--- src/rtl/clkdiv_pkg.sv ---
// clkdiv_pkg: shared widths, half-period type and 100 MHz default half-periods for the clock divider
package clkdiv_pkg;
  localparam int CNT_W_DEF = 27;
  typedef logic [CNT_W_DEF-1:0] half_t;
  localparam half_t HALF_10MHZ = 27'd5;
  localparam half_t HALF_1MHZ = 27'd50;
  localparam half_t HALF_1KHZ = 27'd50_000;
  localparam half_t HALF_1HZ = 27'd50_000_000;
  localparam logic [4*CNT_W_DEF-1:0] DEFAULT_HALF_100M = {HALF_1HZ, HALF_1KHZ, HALF_1MHZ, HALF_10MHZ};
  function automatic int ch_w(input int n);
    return n > 1 ? $clog2(n) : 1;
  endfunction
endpackage

--- src/rtl/div_channel.sv ---
// div_channel: one divider channel with shadowed half-period applied only at wrap
module div_channel
  import clkdiv_pkg::*;
#(
  parameter int CNT_W = CNT_W_DEF,
  parameter logic [CNT_W-1:0] DEFAULT_HALF = '0
) (
  input  logic             clk_in,
  input  logic             reset,
  input  logic             restart,
  input  logic             wr,
  input  logic [CNT_W-1:0] cfg_half,
  output logic             clk_out,
  output logic             tick,
  output logic             pending
);
  logic [CNT_W-1:0] cnt, active, shadow;
  logic [CNT_W-1:0] cnt_n, active_n, shadow_n;
  logic             clk_n, tick_n, wrap;
  always_comb begin
    shadow_n = wr ? cfg_half : shadow;
    wrap = (active != '0) && (cnt == active - 1'b1);
    cnt_n = cnt + 1'b1;
    active_n = active;
    clk_n = clk_out;
    tick_n = 1'b0;
    if (restart) begin
      cnt_n = '0;
      clk_n = 1'b0;
      active_n = shadow_n;
    end else if (active == '0) begin
      cnt_n = '0;
      clk_n = 1'b0;
      active_n = shadow;
    end else if (wrap) begin
      cnt_n = '0;
      active_n = shadow_n;
      clk_n = (shadow_n != '0) && !clk_out;
      tick_n = clk_n;
    end
  end
  always_ff @(posedge clk_in) begin
    if (reset) begin
      cnt <= '0;
      active <= DEFAULT_HALF;
      shadow <= DEFAULT_HALF;
      clk_out <= 1'b0;
      tick <= 1'b0;
      pending <= 1'b0;
    end else begin
      cnt <= cnt_n;
      active <= active_n;
      shadow <= shadow_n;
      clk_out <= clk_n;
      tick <= tick_n;
      pending <= shadow_n != active_n;
    end
  end
endmodule

--- src/rtl/multi_clk_divider.sv ---
// multi_clk_divider: N-channel programmable clock divider, address decode around per-channel dividers
module multi_clk_divider
  import clkdiv_pkg::*;
#(
  parameter int N_CH = 4,
  parameter int CNT_W = CNT_W_DEF,
  parameter logic [N_CH*CNT_W-1:0] DEFAULT_HALF = DEFAULT_HALF_100M
) (
  input  logic                    clk_in,
  input  logic                    reset,
  input  logic                    restart,
  input  logic                    cfg_we,
  input  logic [ch_w(N_CH)-1:0]   cfg_ch,
  input  logic [CNT_W-1:0]        cfg_half,
  output logic [N_CH-1:0]         clk_out,
  output logic [N_CH-1:0]         tick,
  output logic [N_CH-1:0]         pending
);
  localparam int CH_W = ch_w(N_CH);
  for (genvar i = 0; i < N_CH; i++) begin : g_ch
    div_channel #(
      .CNT_W(CNT_W),
      .DEFAULT_HALF(DEFAULT_HALF[i*CNT_W +: CNT_W])
    ) u_ch (
      .clk_in(clk_in),
      .reset(reset),
      .restart(restart),
      .wr(cfg_we && (N_CH == 1 || cfg_ch == CH_W'(i))),
      .cfg_half(cfg_half),
      .clk_out(clk_out[i]),
      .tick(tick[i]),
      .pending(pending[i])
    );
  end
endmodule

--- config.mk ---
export PLATFORM = sky130hd
export DESIGN_NAME = multi_clk_divider
export DESIGN_NICKNAME = d
export VERILOG_FILES = /design/src/rtl/clkdiv_pkg.sv /design/src/rtl/div_channel.sv /design/src/rtl/multi_clk_divider.sv
export SDC_FILE = /design/constraint.sdc
export NUM_CORES = 1
export LEC_CHECK = 0
export ABC_AREA = 1
export ABC_CLOCK_PERIOD_IN_PS = 5130
export BUFFER_PORTS_ARGS = -buffer_cell sky130_fd_sc_hd__buf_4
export CELL_PAD_IN_SITES_DETAIL_PLACEMENT = 0
export CELL_PAD_IN_SITES_GLOBAL_PLACEMENT = 2
export CORE_UTILIZATION = 37
export CTS_CLUSTER_DIAMETER = 100
export DETAILED_ROUTE_END_ITERATION = 10
export PLACE_DENSITY_LB_ADDON = 0.1
export SLEW_MARGIN = 0
export SYNTH_ARGS = -nofsm -noshare
export SYNTH_HDL_FRONTEND = slang
export SYNTH_SLANG_ARGS = --single-unit
--- constraint.sdc ---
create_clock -name clk_in -period 5.13 [get_ports clk_in]
set_input_delay 1.026 -clock clk_in [delete_from_list [all_inputs] [get_ports clk_in]]
set_output_delay 1.026 -clock clk_in [all_outputs]
set_load 0.01 [all_outputs]
==> results.yml <==
pwr:
  ir_drop_mv: 0.243
  power_per_cell_area_nw_per_um2: 281
  total_power_mw: 7.34
  p_leak_nw: 12.8
place:
  dp.cells: 4748
  hpwl_um: 63500
  place_area_um2: 24600
  port_buffers: 44
  place.gp.congestion: 0.865
  dp_slack_ns: 1.05
floorplan:
  core_area_um2: 63000
  io_pins: 45
  chipHeight_um: 254
  die_x_um: 254
  start_util: 0.373
  die_area_um2: 64500
  std_cell_rows: 92
timing:
  whs_ns: 0.465
  fin_skew_ns: 0.0197
  final_max_slew_viol_count: 0
  slew_headroom: 0.274
  hold_viol: 0
  worst_pin_slew_ns: 1.09
  tns_ns: 0
  period_share: 0.771
  fmax_mhz: 253
  fin_crit_ns: 3.95
  rsz0062_at_grt: "false"
  setup_viol: 0
  worst_slack_ns: 1.18
clock_network:
  cts_inserted_buffers: 45
  cts.sinks: 336
  cts_root_buf: "clkbuf_16"
  postCtsHoldBufs: 0
  clk_latency_ns: 0.60
  tritoncts: "done"
  clk_pin_slew_ns: 0.06
  ctsLongestPathBuffers: 3
  cts_max_level: 2
  cts_resized: 0
  post-cts-setup-buffers: 0
routing:
  wl_um: 86000
  dr_total_vias: 24400
  firstDrtPassIters: 6
  wl_per_cell_um: 17.8
  drt_iter0_drc: 2011
  vias_per_cell: 5.06
  drc_errors: 0
  ant_nets: 0
synthesis:
  synth_area_leaders: "dfxtp_1, nand2_1, nand3_1"
  synth_top_area_frac: 0.286
  synth_compound_area_frac: 0.0821
  synth_xor_area_frac: 0.0364
  synth_top_family_by_area: "simple AND/OR/NAND/NOR gates"
  avgSynthCellArea_um2: 5.94
  synth_cell_types: 52
  synth_top_area_cell: "dfxtp_1"
  synthSimpleGateAreaFrac: 0.475
  yosysWarnings: 0
  synth_seq_area_share: 0.286
  synth-seq-cells: 336
  postSynthCellCount: 3954
  synth.mux.area_fraction: 0
  synth_fa_ha_area_frac: 0.00639
  syn_nets: 3999
  syn_area_um2: 23500
outcome:
  status: "completed"
setup_path:
  path_class: "flip-flop to flip-flop"
  r2r_slack_ns: 1.18
  crit_path_max_fanout: 16
  slowest_stage: "nand2_1"
  cp-start-kind: "flip-flop"
  r2r-start: "g_ch[0].u_ch.active[0]$_SDFF_PP1_"
  cp_cell_sequence: "inv_1 > ha_1 > nand2_2 > nor2_2 > nand2_1 > nand2_1 > nand2_1 > inv_1 > nand2_1 > nor2_1 > nand3_1 > nor2_2 > nand4_4 > nand2_1 > inv_2 > nand3_1 > nand4_1 > nor2_1 > nand2_1 > nor2_1 > nor2_1"
  end_kind: "flip-flop"
  crit_required_ns: 5.57
  worst_path_most_repeated_cell: "nand2_1"
  arrival_ns: 4.39
  startpoint: "g_ch[0].u_ch.active[0]$_SDFF_PP1_"
  crit_path_max_incr_delay_ns: 0.56
global_routing:
  use_met1: 0.378
  grt_pass1_vias: 22500
  met2_usage: 0.417
  grt_pass1_wl_um: 132000
  antenna_found_initial: 5
  use_met3: 0.0327
  grt_busiest_layer: "met2"
  grt-ovfl-total: 0
  grtUsageTotal: 0.265
  grt_max_degree: 73
finish:
  final_nets: 3994
  final_util: 0.415
  drive_gt1_frac: 0.0766
  fin_area_um2: 26100
  fill_cells: 7059
  area_growth_pct: 11.2
  fin_cells: 4830
  antennaDiodeCount: 0
hold_path:
  hold_path.class: "flip-flop to flip-flop"
  hp-start: "g_ch[1].u_ch.cnt[0]$_SDFF_PP0_"
flow_run:
  maxCapViolCount: 0
## state kept, by name, indices dropped and copies added (netlist names)
| register | count |
|---|---|
| g_ch.u_ch.clk_out | 4 |
| g_ch.u_ch.shadow | 108 |
| g_ch.u_ch.tick | 4 |
| g_ch.u_ch.active | 108 |
| g_ch.u_ch.pending | 4 |
| g_ch.u_ch.cnt | 108 |
## report_power, final
part | switching [mW] | internal [mW]
Clock | 1.33 | 2.01
Sequential | 0.105 | 2.70
Combinational | 0.837 | 0.356
Total | 2.27 | 5.07
## cell families after synthesis
group / Yosys count
xor+xnor: 96
buf+inv: 668
fa+ha+maj: 12
compound gates: 360
flops: 336
simple gates: 2482
## routing by layer
metal,part of all wire,vias up
met3,0.056,113
met4,0.026,2
met5,0.00015,-
li1,-,12700
met2,0.43,581
met1,0.49,11100
## synth_stat cells (all sizes together)
| library cell | n |
|---|---|
| dlygate4sd1 | 2 |
| nor2 | 536 |
| dfxtp | 336 |
| clkbuf | 84 |
| o22ai | 3 |
| and3 | 5 |
| buf | 55 |
| inv | 522 |
| xnor2 | 39 |
| nand4 | 144 |
| nor3 | 52 |
| o21bai | 10 |
| nor4 | 21 |
| nand3 | 426 |
| o21ai | 193 |
| o211ai | 13 |
| dlygate4sd3 | 1 |
| clkinv | 4 |
| a41o | 1 |
| and2 | 2 |
| nand2 | 1201 |
| or2 | 19 |
| a221oi | 1 |
| a31oi | 4 |
| nand3b | 29 |
| xor3 | 1 |
| o21a | 4 |
| nor3b | 47 |
| ha | 12 |
| o31ai | 1 |
| xor2 | 56 |
| a41oi | 3 |
| a211oi | 9 |
| a21oi | 118 |
## critical path: cells and delay by family, from the launching register on
kind	cells	cell delay (ns)
adder cells (fa/ha/maj)	1	0.25
AND/OR/NAND/NOR	17	2.79
flip-flops	1	0.32
buffers and inverters	3	0.42
## path summary, 6_finish.rpt
path	to	depth (start not counted)
setup / recovery	g_ch[0].u_ch.pending$_SDFF_PP0_	21
hold / removal	g_ch[1].u_ch.cnt[0]$_SDFF_PP0_	1
setup reg to reg	g_ch[0].u_ch.pending$_SDFF_PP0_	21
hold reg to reg	g_ch[1].u_ch.cnt[0]$_SDFF_PP0_	1
## cell type report
type                       instances  area [µm²]  area share
clock inverter                    12         161     0.00618
sequential                       336        6730       0.258
tap                              846        1060      0.0405
multi-input combinational       2950       14100       0.541
inverter                         526        1980      0.0758
timing repair buffer              90         679      0.0260
clock buffer                      70        1390      0.0533
## layout by cell type, fill, tap and decap left out, types with 16 or more instances in the layout
cell,n
xor2_1,56
clkbuf_16,46
nand3_1,412
dfxtp_1,336
nor2_4,16
or2_2,18
buf_4,89
nand4_1,143
nand2_1,1185
a21oi_1,118
nor4_1,18
o21ai_0,188
nor2_2,43
inv_1,510
nor2_1,475
nor3b_1,42
nor3_1,41
nand3b_1,29
xnor2_1,39
(Power assumes the default switching activity.)
